==> src/rtl/cfg_chain_loader_pkg.sv <==
// ============================================================================
// Module   : cfg_chain_loader_pkg
// Brief    : State encoding and shared width defaults for the config loader.
// Revision : 1.0 - initial release
// ============================================================================
`default_nettype none

package cfg_chain_loader_pkg;

    localparam int CFG_WORD_WIDTH = 32;

    localparam logic [2:0] CFG_ST_IDLE  = 3'd0;
    localparam logic [2:0] CFG_ST_START = 3'd1;
    localparam logic [2:0] CFG_ST_SHIFT = 3'd2;
    localparam logic [2:0] CFG_ST_FLUSH = 3'd3;
    localparam logic [2:0] CFG_ST_DONE  = 3'd4;

    typedef enum logic [2:0] {
        ST_IDLE  = CFG_ST_IDLE,
        ST_START = CFG_ST_START,
        ST_SHIFT = CFG_ST_SHIFT,
        ST_FLUSH = CFG_ST_FLUSH,
        ST_DONE  = CFG_ST_DONE
    } cfg_state_e;

endpackage

`default_nettype wire

==> src/rtl/cfg_piso.sv <==
// ============================================================================
// Module   : cfg_piso
// Brief    : Parallel-in serial-out word shifter, LSB first, zero-filling.
// Revision : 1.0 - initial release
// ============================================================================
`default_nettype none

module cfg_piso
    import cfg_chain_loader_pkg::*;
#(
    parameter int WORD_WIDTH = CFG_WORD_WIDTH
) (
    input  logic                  clk,
    input  logic                  rst,
    input  logic                  i_clear,
    input  logic                  load,
    input  logic                  shift,
    input  logic [WORD_WIDTH-1:0] i_data,
    output logic                  bit0,
    output logic                  o_full,
    output logic                  o_full_nxt,
    output logic                  o_last_nxt
);

    localparam int c_idx_w = $clog2(WORD_WIDTH);
    localparam logic [c_idx_w-1:0] c_idx_last = c_idx_w'(WORD_WIDTH - 1);
    localparam logic [c_idx_w-1:0] c_idx_pen  = c_idx_w'(WORD_WIDTH - 2);

    logic [WORD_WIDTH-1:0] r_shreg;
    logic [c_idx_w-1:0]    r_idx;
    logic                  r_full;

    // Look-ahead of the flags so the parent can register its handshake.
    always_comb begin
        o_full_nxt = r_full;
        o_last_nxt = (r_idx == c_idx_last);
        if (i_clear) begin
            o_full_nxt = 1'b0;
            o_last_nxt = 1'b0;
        end else if (load) begin
            o_full_nxt = 1'b1;
            o_last_nxt = 1'b0;
        end else if (shift) begin
            o_full_nxt = (r_idx != c_idx_last);
            o_last_nxt = (r_idx == c_idx_pen);
        end
    end

    // Zero fill keeps bit0 low whenever the buffer holds no valid data.
    always_ff @(posedge clk) begin
        if (rst || i_clear) begin
            r_shreg <= '0;
            r_idx   <= '0;
        end else if (load) begin
            r_shreg <= i_data;
            r_idx   <= '0;
        end else if (shift) begin
            r_shreg <= r_shreg >> 1;
            r_idx   <= (r_idx == c_idx_last) ? '0 : r_idx + 1'b1;
        end
        r_full <= rst ? 1'b0 : o_full_nxt;
    end

    assign bit0   = r_shreg[0];
    assign o_full = r_full;

endmodule

`default_nettype wire

==> src/rtl/cfg_chain_loader.sv <==
// ============================================================================
// Module   : cfg_chain_loader
// Brief    : Streams host config words LSB-first into a daisy-chained fabric.
// Revision : 1.0 - initial release
// ============================================================================
`default_nettype none

module cfg_chain_loader
    import cfg_chain_loader_pkg::*;
#(
    parameter int CHAIN_BITS   = 1024,
    parameter int WORD_WIDTH   = CFG_WORD_WIDTH,
    parameter int FLUSH_CYCLES = 4
) (
    input  logic                            clk,
    input  logic                            crst,
    input  logic                            load_start,
    input  logic                            load_abort,
    input  logic [WORD_WIDTH-1:0]           word_data,
    input  logic                            word_valid,
    output logic                            word_ready,
    output logic                            cfg_start,
    output logic                            cfg_bit,
    output logic                            cfg_bit_valid,
    output logic                            busy,
    output logic                            done,
    output logic [$clog2(CHAIN_BITS+1)-1:0] bits_sent
);

    localparam int c_cnt_w   = $clog2(CHAIN_BITS + 1);
    localparam int c_flush_w = (FLUSH_CYCLES > 1) ? $clog2(FLUSH_CYCLES) : 1;
    localparam logic [c_cnt_w-1:0]   c_last_bit   = c_cnt_w'(CHAIN_BITS - 1);
    localparam logic [c_flush_w-1:0] c_flush_last = c_flush_w'(FLUSH_CYCLES - 1);

    cfg_state_e           r_state;
    cfg_state_e           w_state_nxt;
    logic [c_cnt_w-1:0]   r_bits_sent;
    logic [c_cnt_w-1:0]   w_bits_nxt;
    logic [c_flush_w-1:0] r_flush_cnt;
    logic                 r_word_ready;
    logic                 r_cfg_start;
    logic                 r_busy;
    logic                 r_done;

    logic w_accept;
    logic w_emit;
    logic w_load;
    logic w_clear;
    logic w_full;
    logic w_full_nxt;
    logic w_last_nxt;
    logic w_ready_nxt;

    assign w_accept = word_valid & r_word_ready;
    assign w_emit   = (r_state == ST_SHIFT) & w_full;
    assign w_clear  = (w_state_nxt != ST_SHIFT);
    assign w_load   = w_accept & ~w_clear;

    always_comb begin
        w_state_nxt = r_state;
        case (r_state)
            ST_IDLE:  if (load_start) w_state_nxt = ST_START;
            ST_START: w_state_nxt = ST_SHIFT;
            ST_SHIFT: if (w_emit && (r_bits_sent == c_last_bit)) w_state_nxt = ST_FLUSH;
            ST_FLUSH: if (r_flush_cnt == c_flush_last) w_state_nxt = ST_DONE;
            ST_DONE:  w_state_nxt = ST_IDLE;
            default:  w_state_nxt = ST_IDLE;
        endcase
        if (load_abort && (r_state != ST_IDLE)) begin
            w_state_nxt = ST_IDLE;
        end
    end

    // A bit emitted in the abort cycle still counts.
    always_comb begin
        w_bits_nxt = r_bits_sent;
        if ((r_state == ST_IDLE) && load_start) begin
            w_bits_nxt = '0;
        end else if (w_emit) begin
            w_bits_nxt = r_bits_sent + 1'b1;
        end
    end

    // Ready on the last bit of a word only if another word is still needed.
    always_comb begin
        w_ready_nxt = (w_state_nxt == ST_START) ||
                      ((w_state_nxt == ST_SHIFT) &&
                       (!w_full_nxt || (w_last_nxt && (w_bits_nxt < c_last_bit))));
    end

    always_ff @(posedge clk) begin
        if (crst) begin
            r_state      <= ST_IDLE;
            r_bits_sent  <= '0;
            r_flush_cnt  <= '0;
            r_word_ready <= 1'b0;
            r_cfg_start  <= 1'b0;
            r_busy       <= 1'b0;
            r_done       <= 1'b0;
        end else begin
            r_state      <= w_state_nxt;
            r_bits_sent  <= w_bits_nxt;
            r_flush_cnt  <= (r_state == ST_FLUSH) ? r_flush_cnt + 1'b1 : '0;
            r_word_ready <= w_ready_nxt;
            r_cfg_start  <= (w_state_nxt == ST_START);
            r_busy       <= (w_state_nxt != ST_IDLE);
            r_done       <= (w_state_nxt == ST_DONE);
        end
    end

    cfg_piso #(
        .WORD_WIDTH (WORD_WIDTH)
    ) u_piso (
        .clk        (clk),
        .rst        (crst),
        .i_clear    (w_clear),
        .load       (w_load),
        .shift      (w_emit),
        .i_data     (word_data),
        .bit0       (cfg_bit),
        .o_full     (w_full),
        .o_full_nxt (w_full_nxt),
        .o_last_nxt (w_last_nxt)
    );

    assign cfg_bit_valid = w_full;
    assign word_ready    = r_word_ready;
    assign cfg_start     = r_cfg_start;
    assign busy          = r_busy;
    assign done          = r_done;
    assign bits_sent     = r_bits_sent;

endmodule

`default_nettype wire
==> config.mk <==
export PLATFORM = sky130hd
export DESIGN_NAME = cfg_chain_loader
export DESIGN_NICKNAME = d
export VERILOG_FILES = /design/src/rtl/cfg_chain_loader_pkg.sv /design/src/rtl/cfg_piso.sv /design/src/rtl/cfg_chain_loader.sv
export SDC_FILE = /design/constraint.sdc
export NUM_CORES = 1
export LEC_CHECK = 0
export BUFFER_PORTS_ARGS = -buffer_cell sky130_fd_sc_hd__buf_2
export CORE_UTILIZATION = 55
export CTS_BUF_LIST = sky130_fd_sc_hd__clkbuf_4
export CTS_CLUSTER_SIZE = 30
export DETAILED_ROUTE_END_ITERATION = 7
export PLACE_DENSITY = 0.79
export SKIP_LAST_GASP = 1
export SYNTH_ARGS = -nofsm -noshare
export SYNTH_HDL_FRONTEND = slang
export SYNTH_SLANG_ARGS = --single-unit
export TNS_END_PERCENT = 30
==> constraint.sdc <==
create_clock -name clk -period 3.9 [get_ports clk]
set_clock_uncertainty 0.15 [all_clocks]
set_input_delay 0.78 -clock clk [delete_from_list [all_inputs] [get_ports clk]]
set_output_delay 0.78 -clock clk [all_outputs]
set_load 0.05 [all_outputs]
==> results_tabular.tex <==
\begin{tabular}{lr}
\hline
Metric & Value \\
\hline
\multicolumn{2}{l}{\textbf{Logic synthesis}} \\
\quad Share of synthesized area spent on multiplexers & less than 1\% \\
\quad Instance count of the mapped netlist & about 370 \\
\quad Fraction of the yosys area taken by sequential cells & 39.8\% \\
\quad Xor and xnor fraction of the mapped netlist area & 2.70\% \\
\quad Mean post-synth cell area & approximately 8.0 sq um \\
\quad Post-Synth Simple-Gate Area & approximately 30\% \\
\quad Adder-cell share of the synthesized area & $\sim$2.1\% \\
\quad Number of enable-type register cells in the synthesized netlist & 0 \\
\quad Cells taking the most area after synthesis & dfxtp\_1, nand2\_1, a21o\_1 \\
\quad Number of distinct library cells after synthesis & between 40 and 50 \\
\quad Synthesized netlist net count & about 410 \\
\quad Cell Area, Synth & 2920 sq um \\
\quad Synthesis Warnings & 0 \\
\quad Synth Register Bits & 58 \\
\quad Area leader, netlist & dfxtp\_1 \\
\quad Share of Yosys cell area claimed by the top area cell type & 39.8\% \\
\quad Dominant combinational cell family by area after synthesis & simple AND/OR/NAND/NOR gates \\
\quad Post-synthesis compound-gate area fraction & a little under a fifth \\
\quad Asr flop ratio synth & 0\% \\
\quad Ys flop type & dfxtp\_1 \\
\multicolumn{2}{l}{\textbf{Die}} \\
\quad Die Width & approximately 75 um \\
\quad Starting Density & between 50\% and 60\% \\
\quad Core area & 5110 sq um \\
\quad DIE AREA & roughly 5600 sq um \\
\quad \# IOs & between 50 and 60 \\
\quad Chip Height & $\sim$75 um \\
\quad Row cnt & 26 \\
\multicolumn{2}{l}{\textbf{STA}} \\
\quad Worst-Margin Slew & roughly 0.8 ns \\
\quad Setup repair after global routing missed its margin & no \\
\quad Highest Clock Rate & around 0.40 GHz \\
\quad Final worst-path cycle share & a little under two thirds \\
\quad Setup TNS & 0 ns \\
\quad Final hold violation count & 0 \\
\quad Max-slew violation total from the final report & 0 \\
\quad Post-layout min period & 2.48 ns \\
\quad Worst rel slew slack & 46.2\% \\
\quad Setup Viol. Count Final & 0 \\
\quad Setup WS post-layout & about 1.4 ns \\
\multicolumn{2}{l}{\textbf{Worst hold path}} \\
\quad Worst hold-check path type & reg -> reg \\
\multicolumn{2}{l}{\textbf{Routing}} \\
\quad Post-route DRC violation count & 0 \\
\quad Vias/cell & around 5.2 \\
\quad Iteration-0 DRC count of the detailed router & 147 \\
\quad TritonRoute pass-1 iters & 4 \\
\quad Per-cell routed wire length & 11.8 um \\
\quad Detail Route Antenna Nets & 0 \\
\quad Total Wirelength & around 5700 um \\
\quad Total number of vias & 2546 \\
\multicolumn{2}{l}{\textbf{Final layout}} \\
\quad Total number of nets in the final design & about 450 \\
\quad Ant. Diodes & 0 \\
\quad Reg area & between 1000 and 1500 sq um \\
\quad Layout cell share with drive strength beyond 1 & between 10\% and 20\% \\
\quad Total area of multi-input combinational cells & between 1500 and 2000 sq um \\
\quad Post-Route Utilization & 63.7\% \\
\quad Layout Cells excl Fill & just under 500 \\
\quad Number of fill cells in the layout & 470 \\
\quad Layout overhead on the synthesized area & 11.4\% \\
\multicolumn{2}{l}{\textbf{Power and ir drop}} \\
\quad Worst voltage drop across the vdd grid & 156 uV \\
\quad Pleak & about 1.2 nW \\
\quad Power per cell area & 306 nW/um\^{}2 \\
\quad Overall power consumption & between 0.9 and 1 mW \\
\multicolumn{2}{l}{\textbf{Clock tree}} \\
\quad Clock Pin Slew Worst Setup and Hold Paths & around 0.10 ns \\
\quad Number of buffers inserted by post-CTS setup repair & 0 \\
\quad Number of sinks driven by the clock tree & 58 \\
\quad Later-pin clock latency in the skew report & around 0.4 ns \\
\quad Number of buffers on the longest clock path & 2 \\
\quad H-tree depth & 3 \\
\quad Clock Root Buffer & clkbuf\_4 \\
\quad Hold-fix buffers, CTS & 0 \\
\quad Number of buffers inserted during clock tree synthesis & 9 \\
\quad Clock tree from TritonCTS & yes \\
\quad Total of cells resized after clock tree synthesis & 0 \\
\multicolumn{2}{l}{\textbf{Placed design}} \\
\quad Placer's final routability congestion estimate & between 0.8 and 0.9 \\
\quad Number of buffers inserted by port buffering & 53 \\
\quad Number of placed cells counting well taps & 470 \\
\quad Detail Placement HPWL & about 3800 um \\
\quad Place WS & approximately 1.3 ns \\
\multicolumn{2}{l}{\textbf{Global routing}} \\
\quad Vias in the first global route & around 2200 \\
\quad Final global-route overflow total & 0 \\
\quad First-pass GRT wire length & a little over 9000 um \\
\quad Maximum number of pins on one net before global-route repair & 65 \\
\quad Antenna violations before repair & 0 \\
\quad GRT Util Overall & roughly 22\% \\
\multicolumn{2}{l}{\textbf{Worst setup path}} \\
\quad Cells along the critical path & and4bb\_4 -> nand4\_2 -> nand2\_4 -> nor2\_8 -> nand2\_1 -> a21oi\_1 \\
\quad Setup crit end kind & flop \\
\quad Worst EP arrival & between 2 and 3 ns \\
\quad Cell with the largest stage delay on the worst path & nor2\_8 \\
\quad Largest driver fanout on the critical path & 64 \\
\quad Required time at the worst-slack endpoint & $\sim$4.1 ns \\
\quad Sort of element at the start of the critical path & flop \\
\quad Crit path largest cell delay & $\sim$0.6 ns \\
\quad Worst setup path class & reg -> reg \\
\multicolumn{2}{l}{\textbf{Job}} \\
\quad Max-cap viol count & 0 \\
\multicolumn{2}{l}{\textbf{Status}} \\
\quad Result of the run & complete, no violations \\
\hline
\end{tabular}
-- state kept, by name, indices dropped and copies added, names as in the netlist --
register,flops
bits_sent,11
busy,1
cfg_start,1
done,1
r_flush_cnt,2
r_state,3
u_piso.o_full,1
u_piso.r_idx,5
u_piso.r_shreg,32
word_ready,1
-- synthesized netlist by cell type (5+ instances only) --
cell / number
xnor2_1: 6
nor2b_1: 7
dfxtp_1: 58
nand2_1: 104
nand3_1: 6
ha_1: 5
o21ai_0: 6
a21o_1: 32
nand4_1: 5
a21oi_1: 38
and3_1: 6
buf_2: 10
nor2_1: 24
-- power breakdown --
group	internal, mW	switching, mW	leakage, nW
sequential	0.596	0.00431	0.468
combinational	0.0232	0.0355	0.679
clock	0.127	0.208	0.0609
-- cell families (layout without fill, tap and decap cells) --
kind of cell / Yosys count / after routing
adder cells (fa/ha/maj): 5 / 5
flip-flops: 58 / 58
multiplexers: 1 / 1
AO/OA/AOI/OAI: 88 / 88
XOR/XNOR: 9 / 9
buffers and inverters: 25 / 74
AND/OR/NAND/NOR: 180 / 180
-- critical path: cells and delay by family, from the launching register on --
family,cells,cell delay (ns)
flip-flops,1,0.56
AO/OA/AOI/OAI,1,0.16
AND/OR/NAND/NOR,5,1.53
-- area by class of cell --
| type | instances | area share, % |
|---|---|---|
| clock inverter | 5 | 0.693 |
| tap | 70 | 2.69 |
| timing repair buffer | 55 | 8.62 |
| clock buffer | 10 | 2.31 |
| multi-input combinational | 283 | 49.5 |
| inverter | 4 | 0.462 |
| sequential | 58 | 35.7 |
-- stage by stage --
stage	hold slack [ns]	area, sq um
finish	0.283	3250
global route	0.298	3250
CTS	0.283	3250
detailed placement	0.270	3150
global placement	0.258	3150
floorplan	0.249	2920
-- layout by cell type (no fill, tap or decap), types with 3 or more instances in the layout --
master,instances
a21o_1,32
nor2b_1,7
o21ai_0,6
ha_1,5
nand3_1,6
nor2_1,24
buf_2,53
nor3b_1,3
and3_1,6
dfxtp_1,58
nand2_1,104
a21oi_1,38
clkbuf_4,10
nand4_1,5
xnor2_1,6
nor3_1,3
inv_1,4
clkinv_2,3
xor2_1,3
-- final timing paths --
check | from | to | slack (ns) | cells after the start
setup / recovery | r_state[2] | u_piso.r_shreg[24] | 1.42 | 6
hold / removal | r_flush_cnt[0] | r_flush_cnt[0] | 0.28 | 1
setup reg to reg | r_state[2] | u_piso.r_shreg[24] | 1.42 | 6
hold reg to reg | r_flush_cnt[0] | r_flush_cnt[0] | 0.28 | 1
-- routing by layer --
metal	part of all wire [%]	GRT usage [%]	vias up
met5	0	0	-
met4	2.1	11.7	0
met3	3.8	4.82	10
met2	46	35.2	50
met1	48	27.0	1148
li1	-	-	1338
(Power assumes the default switching activity.)
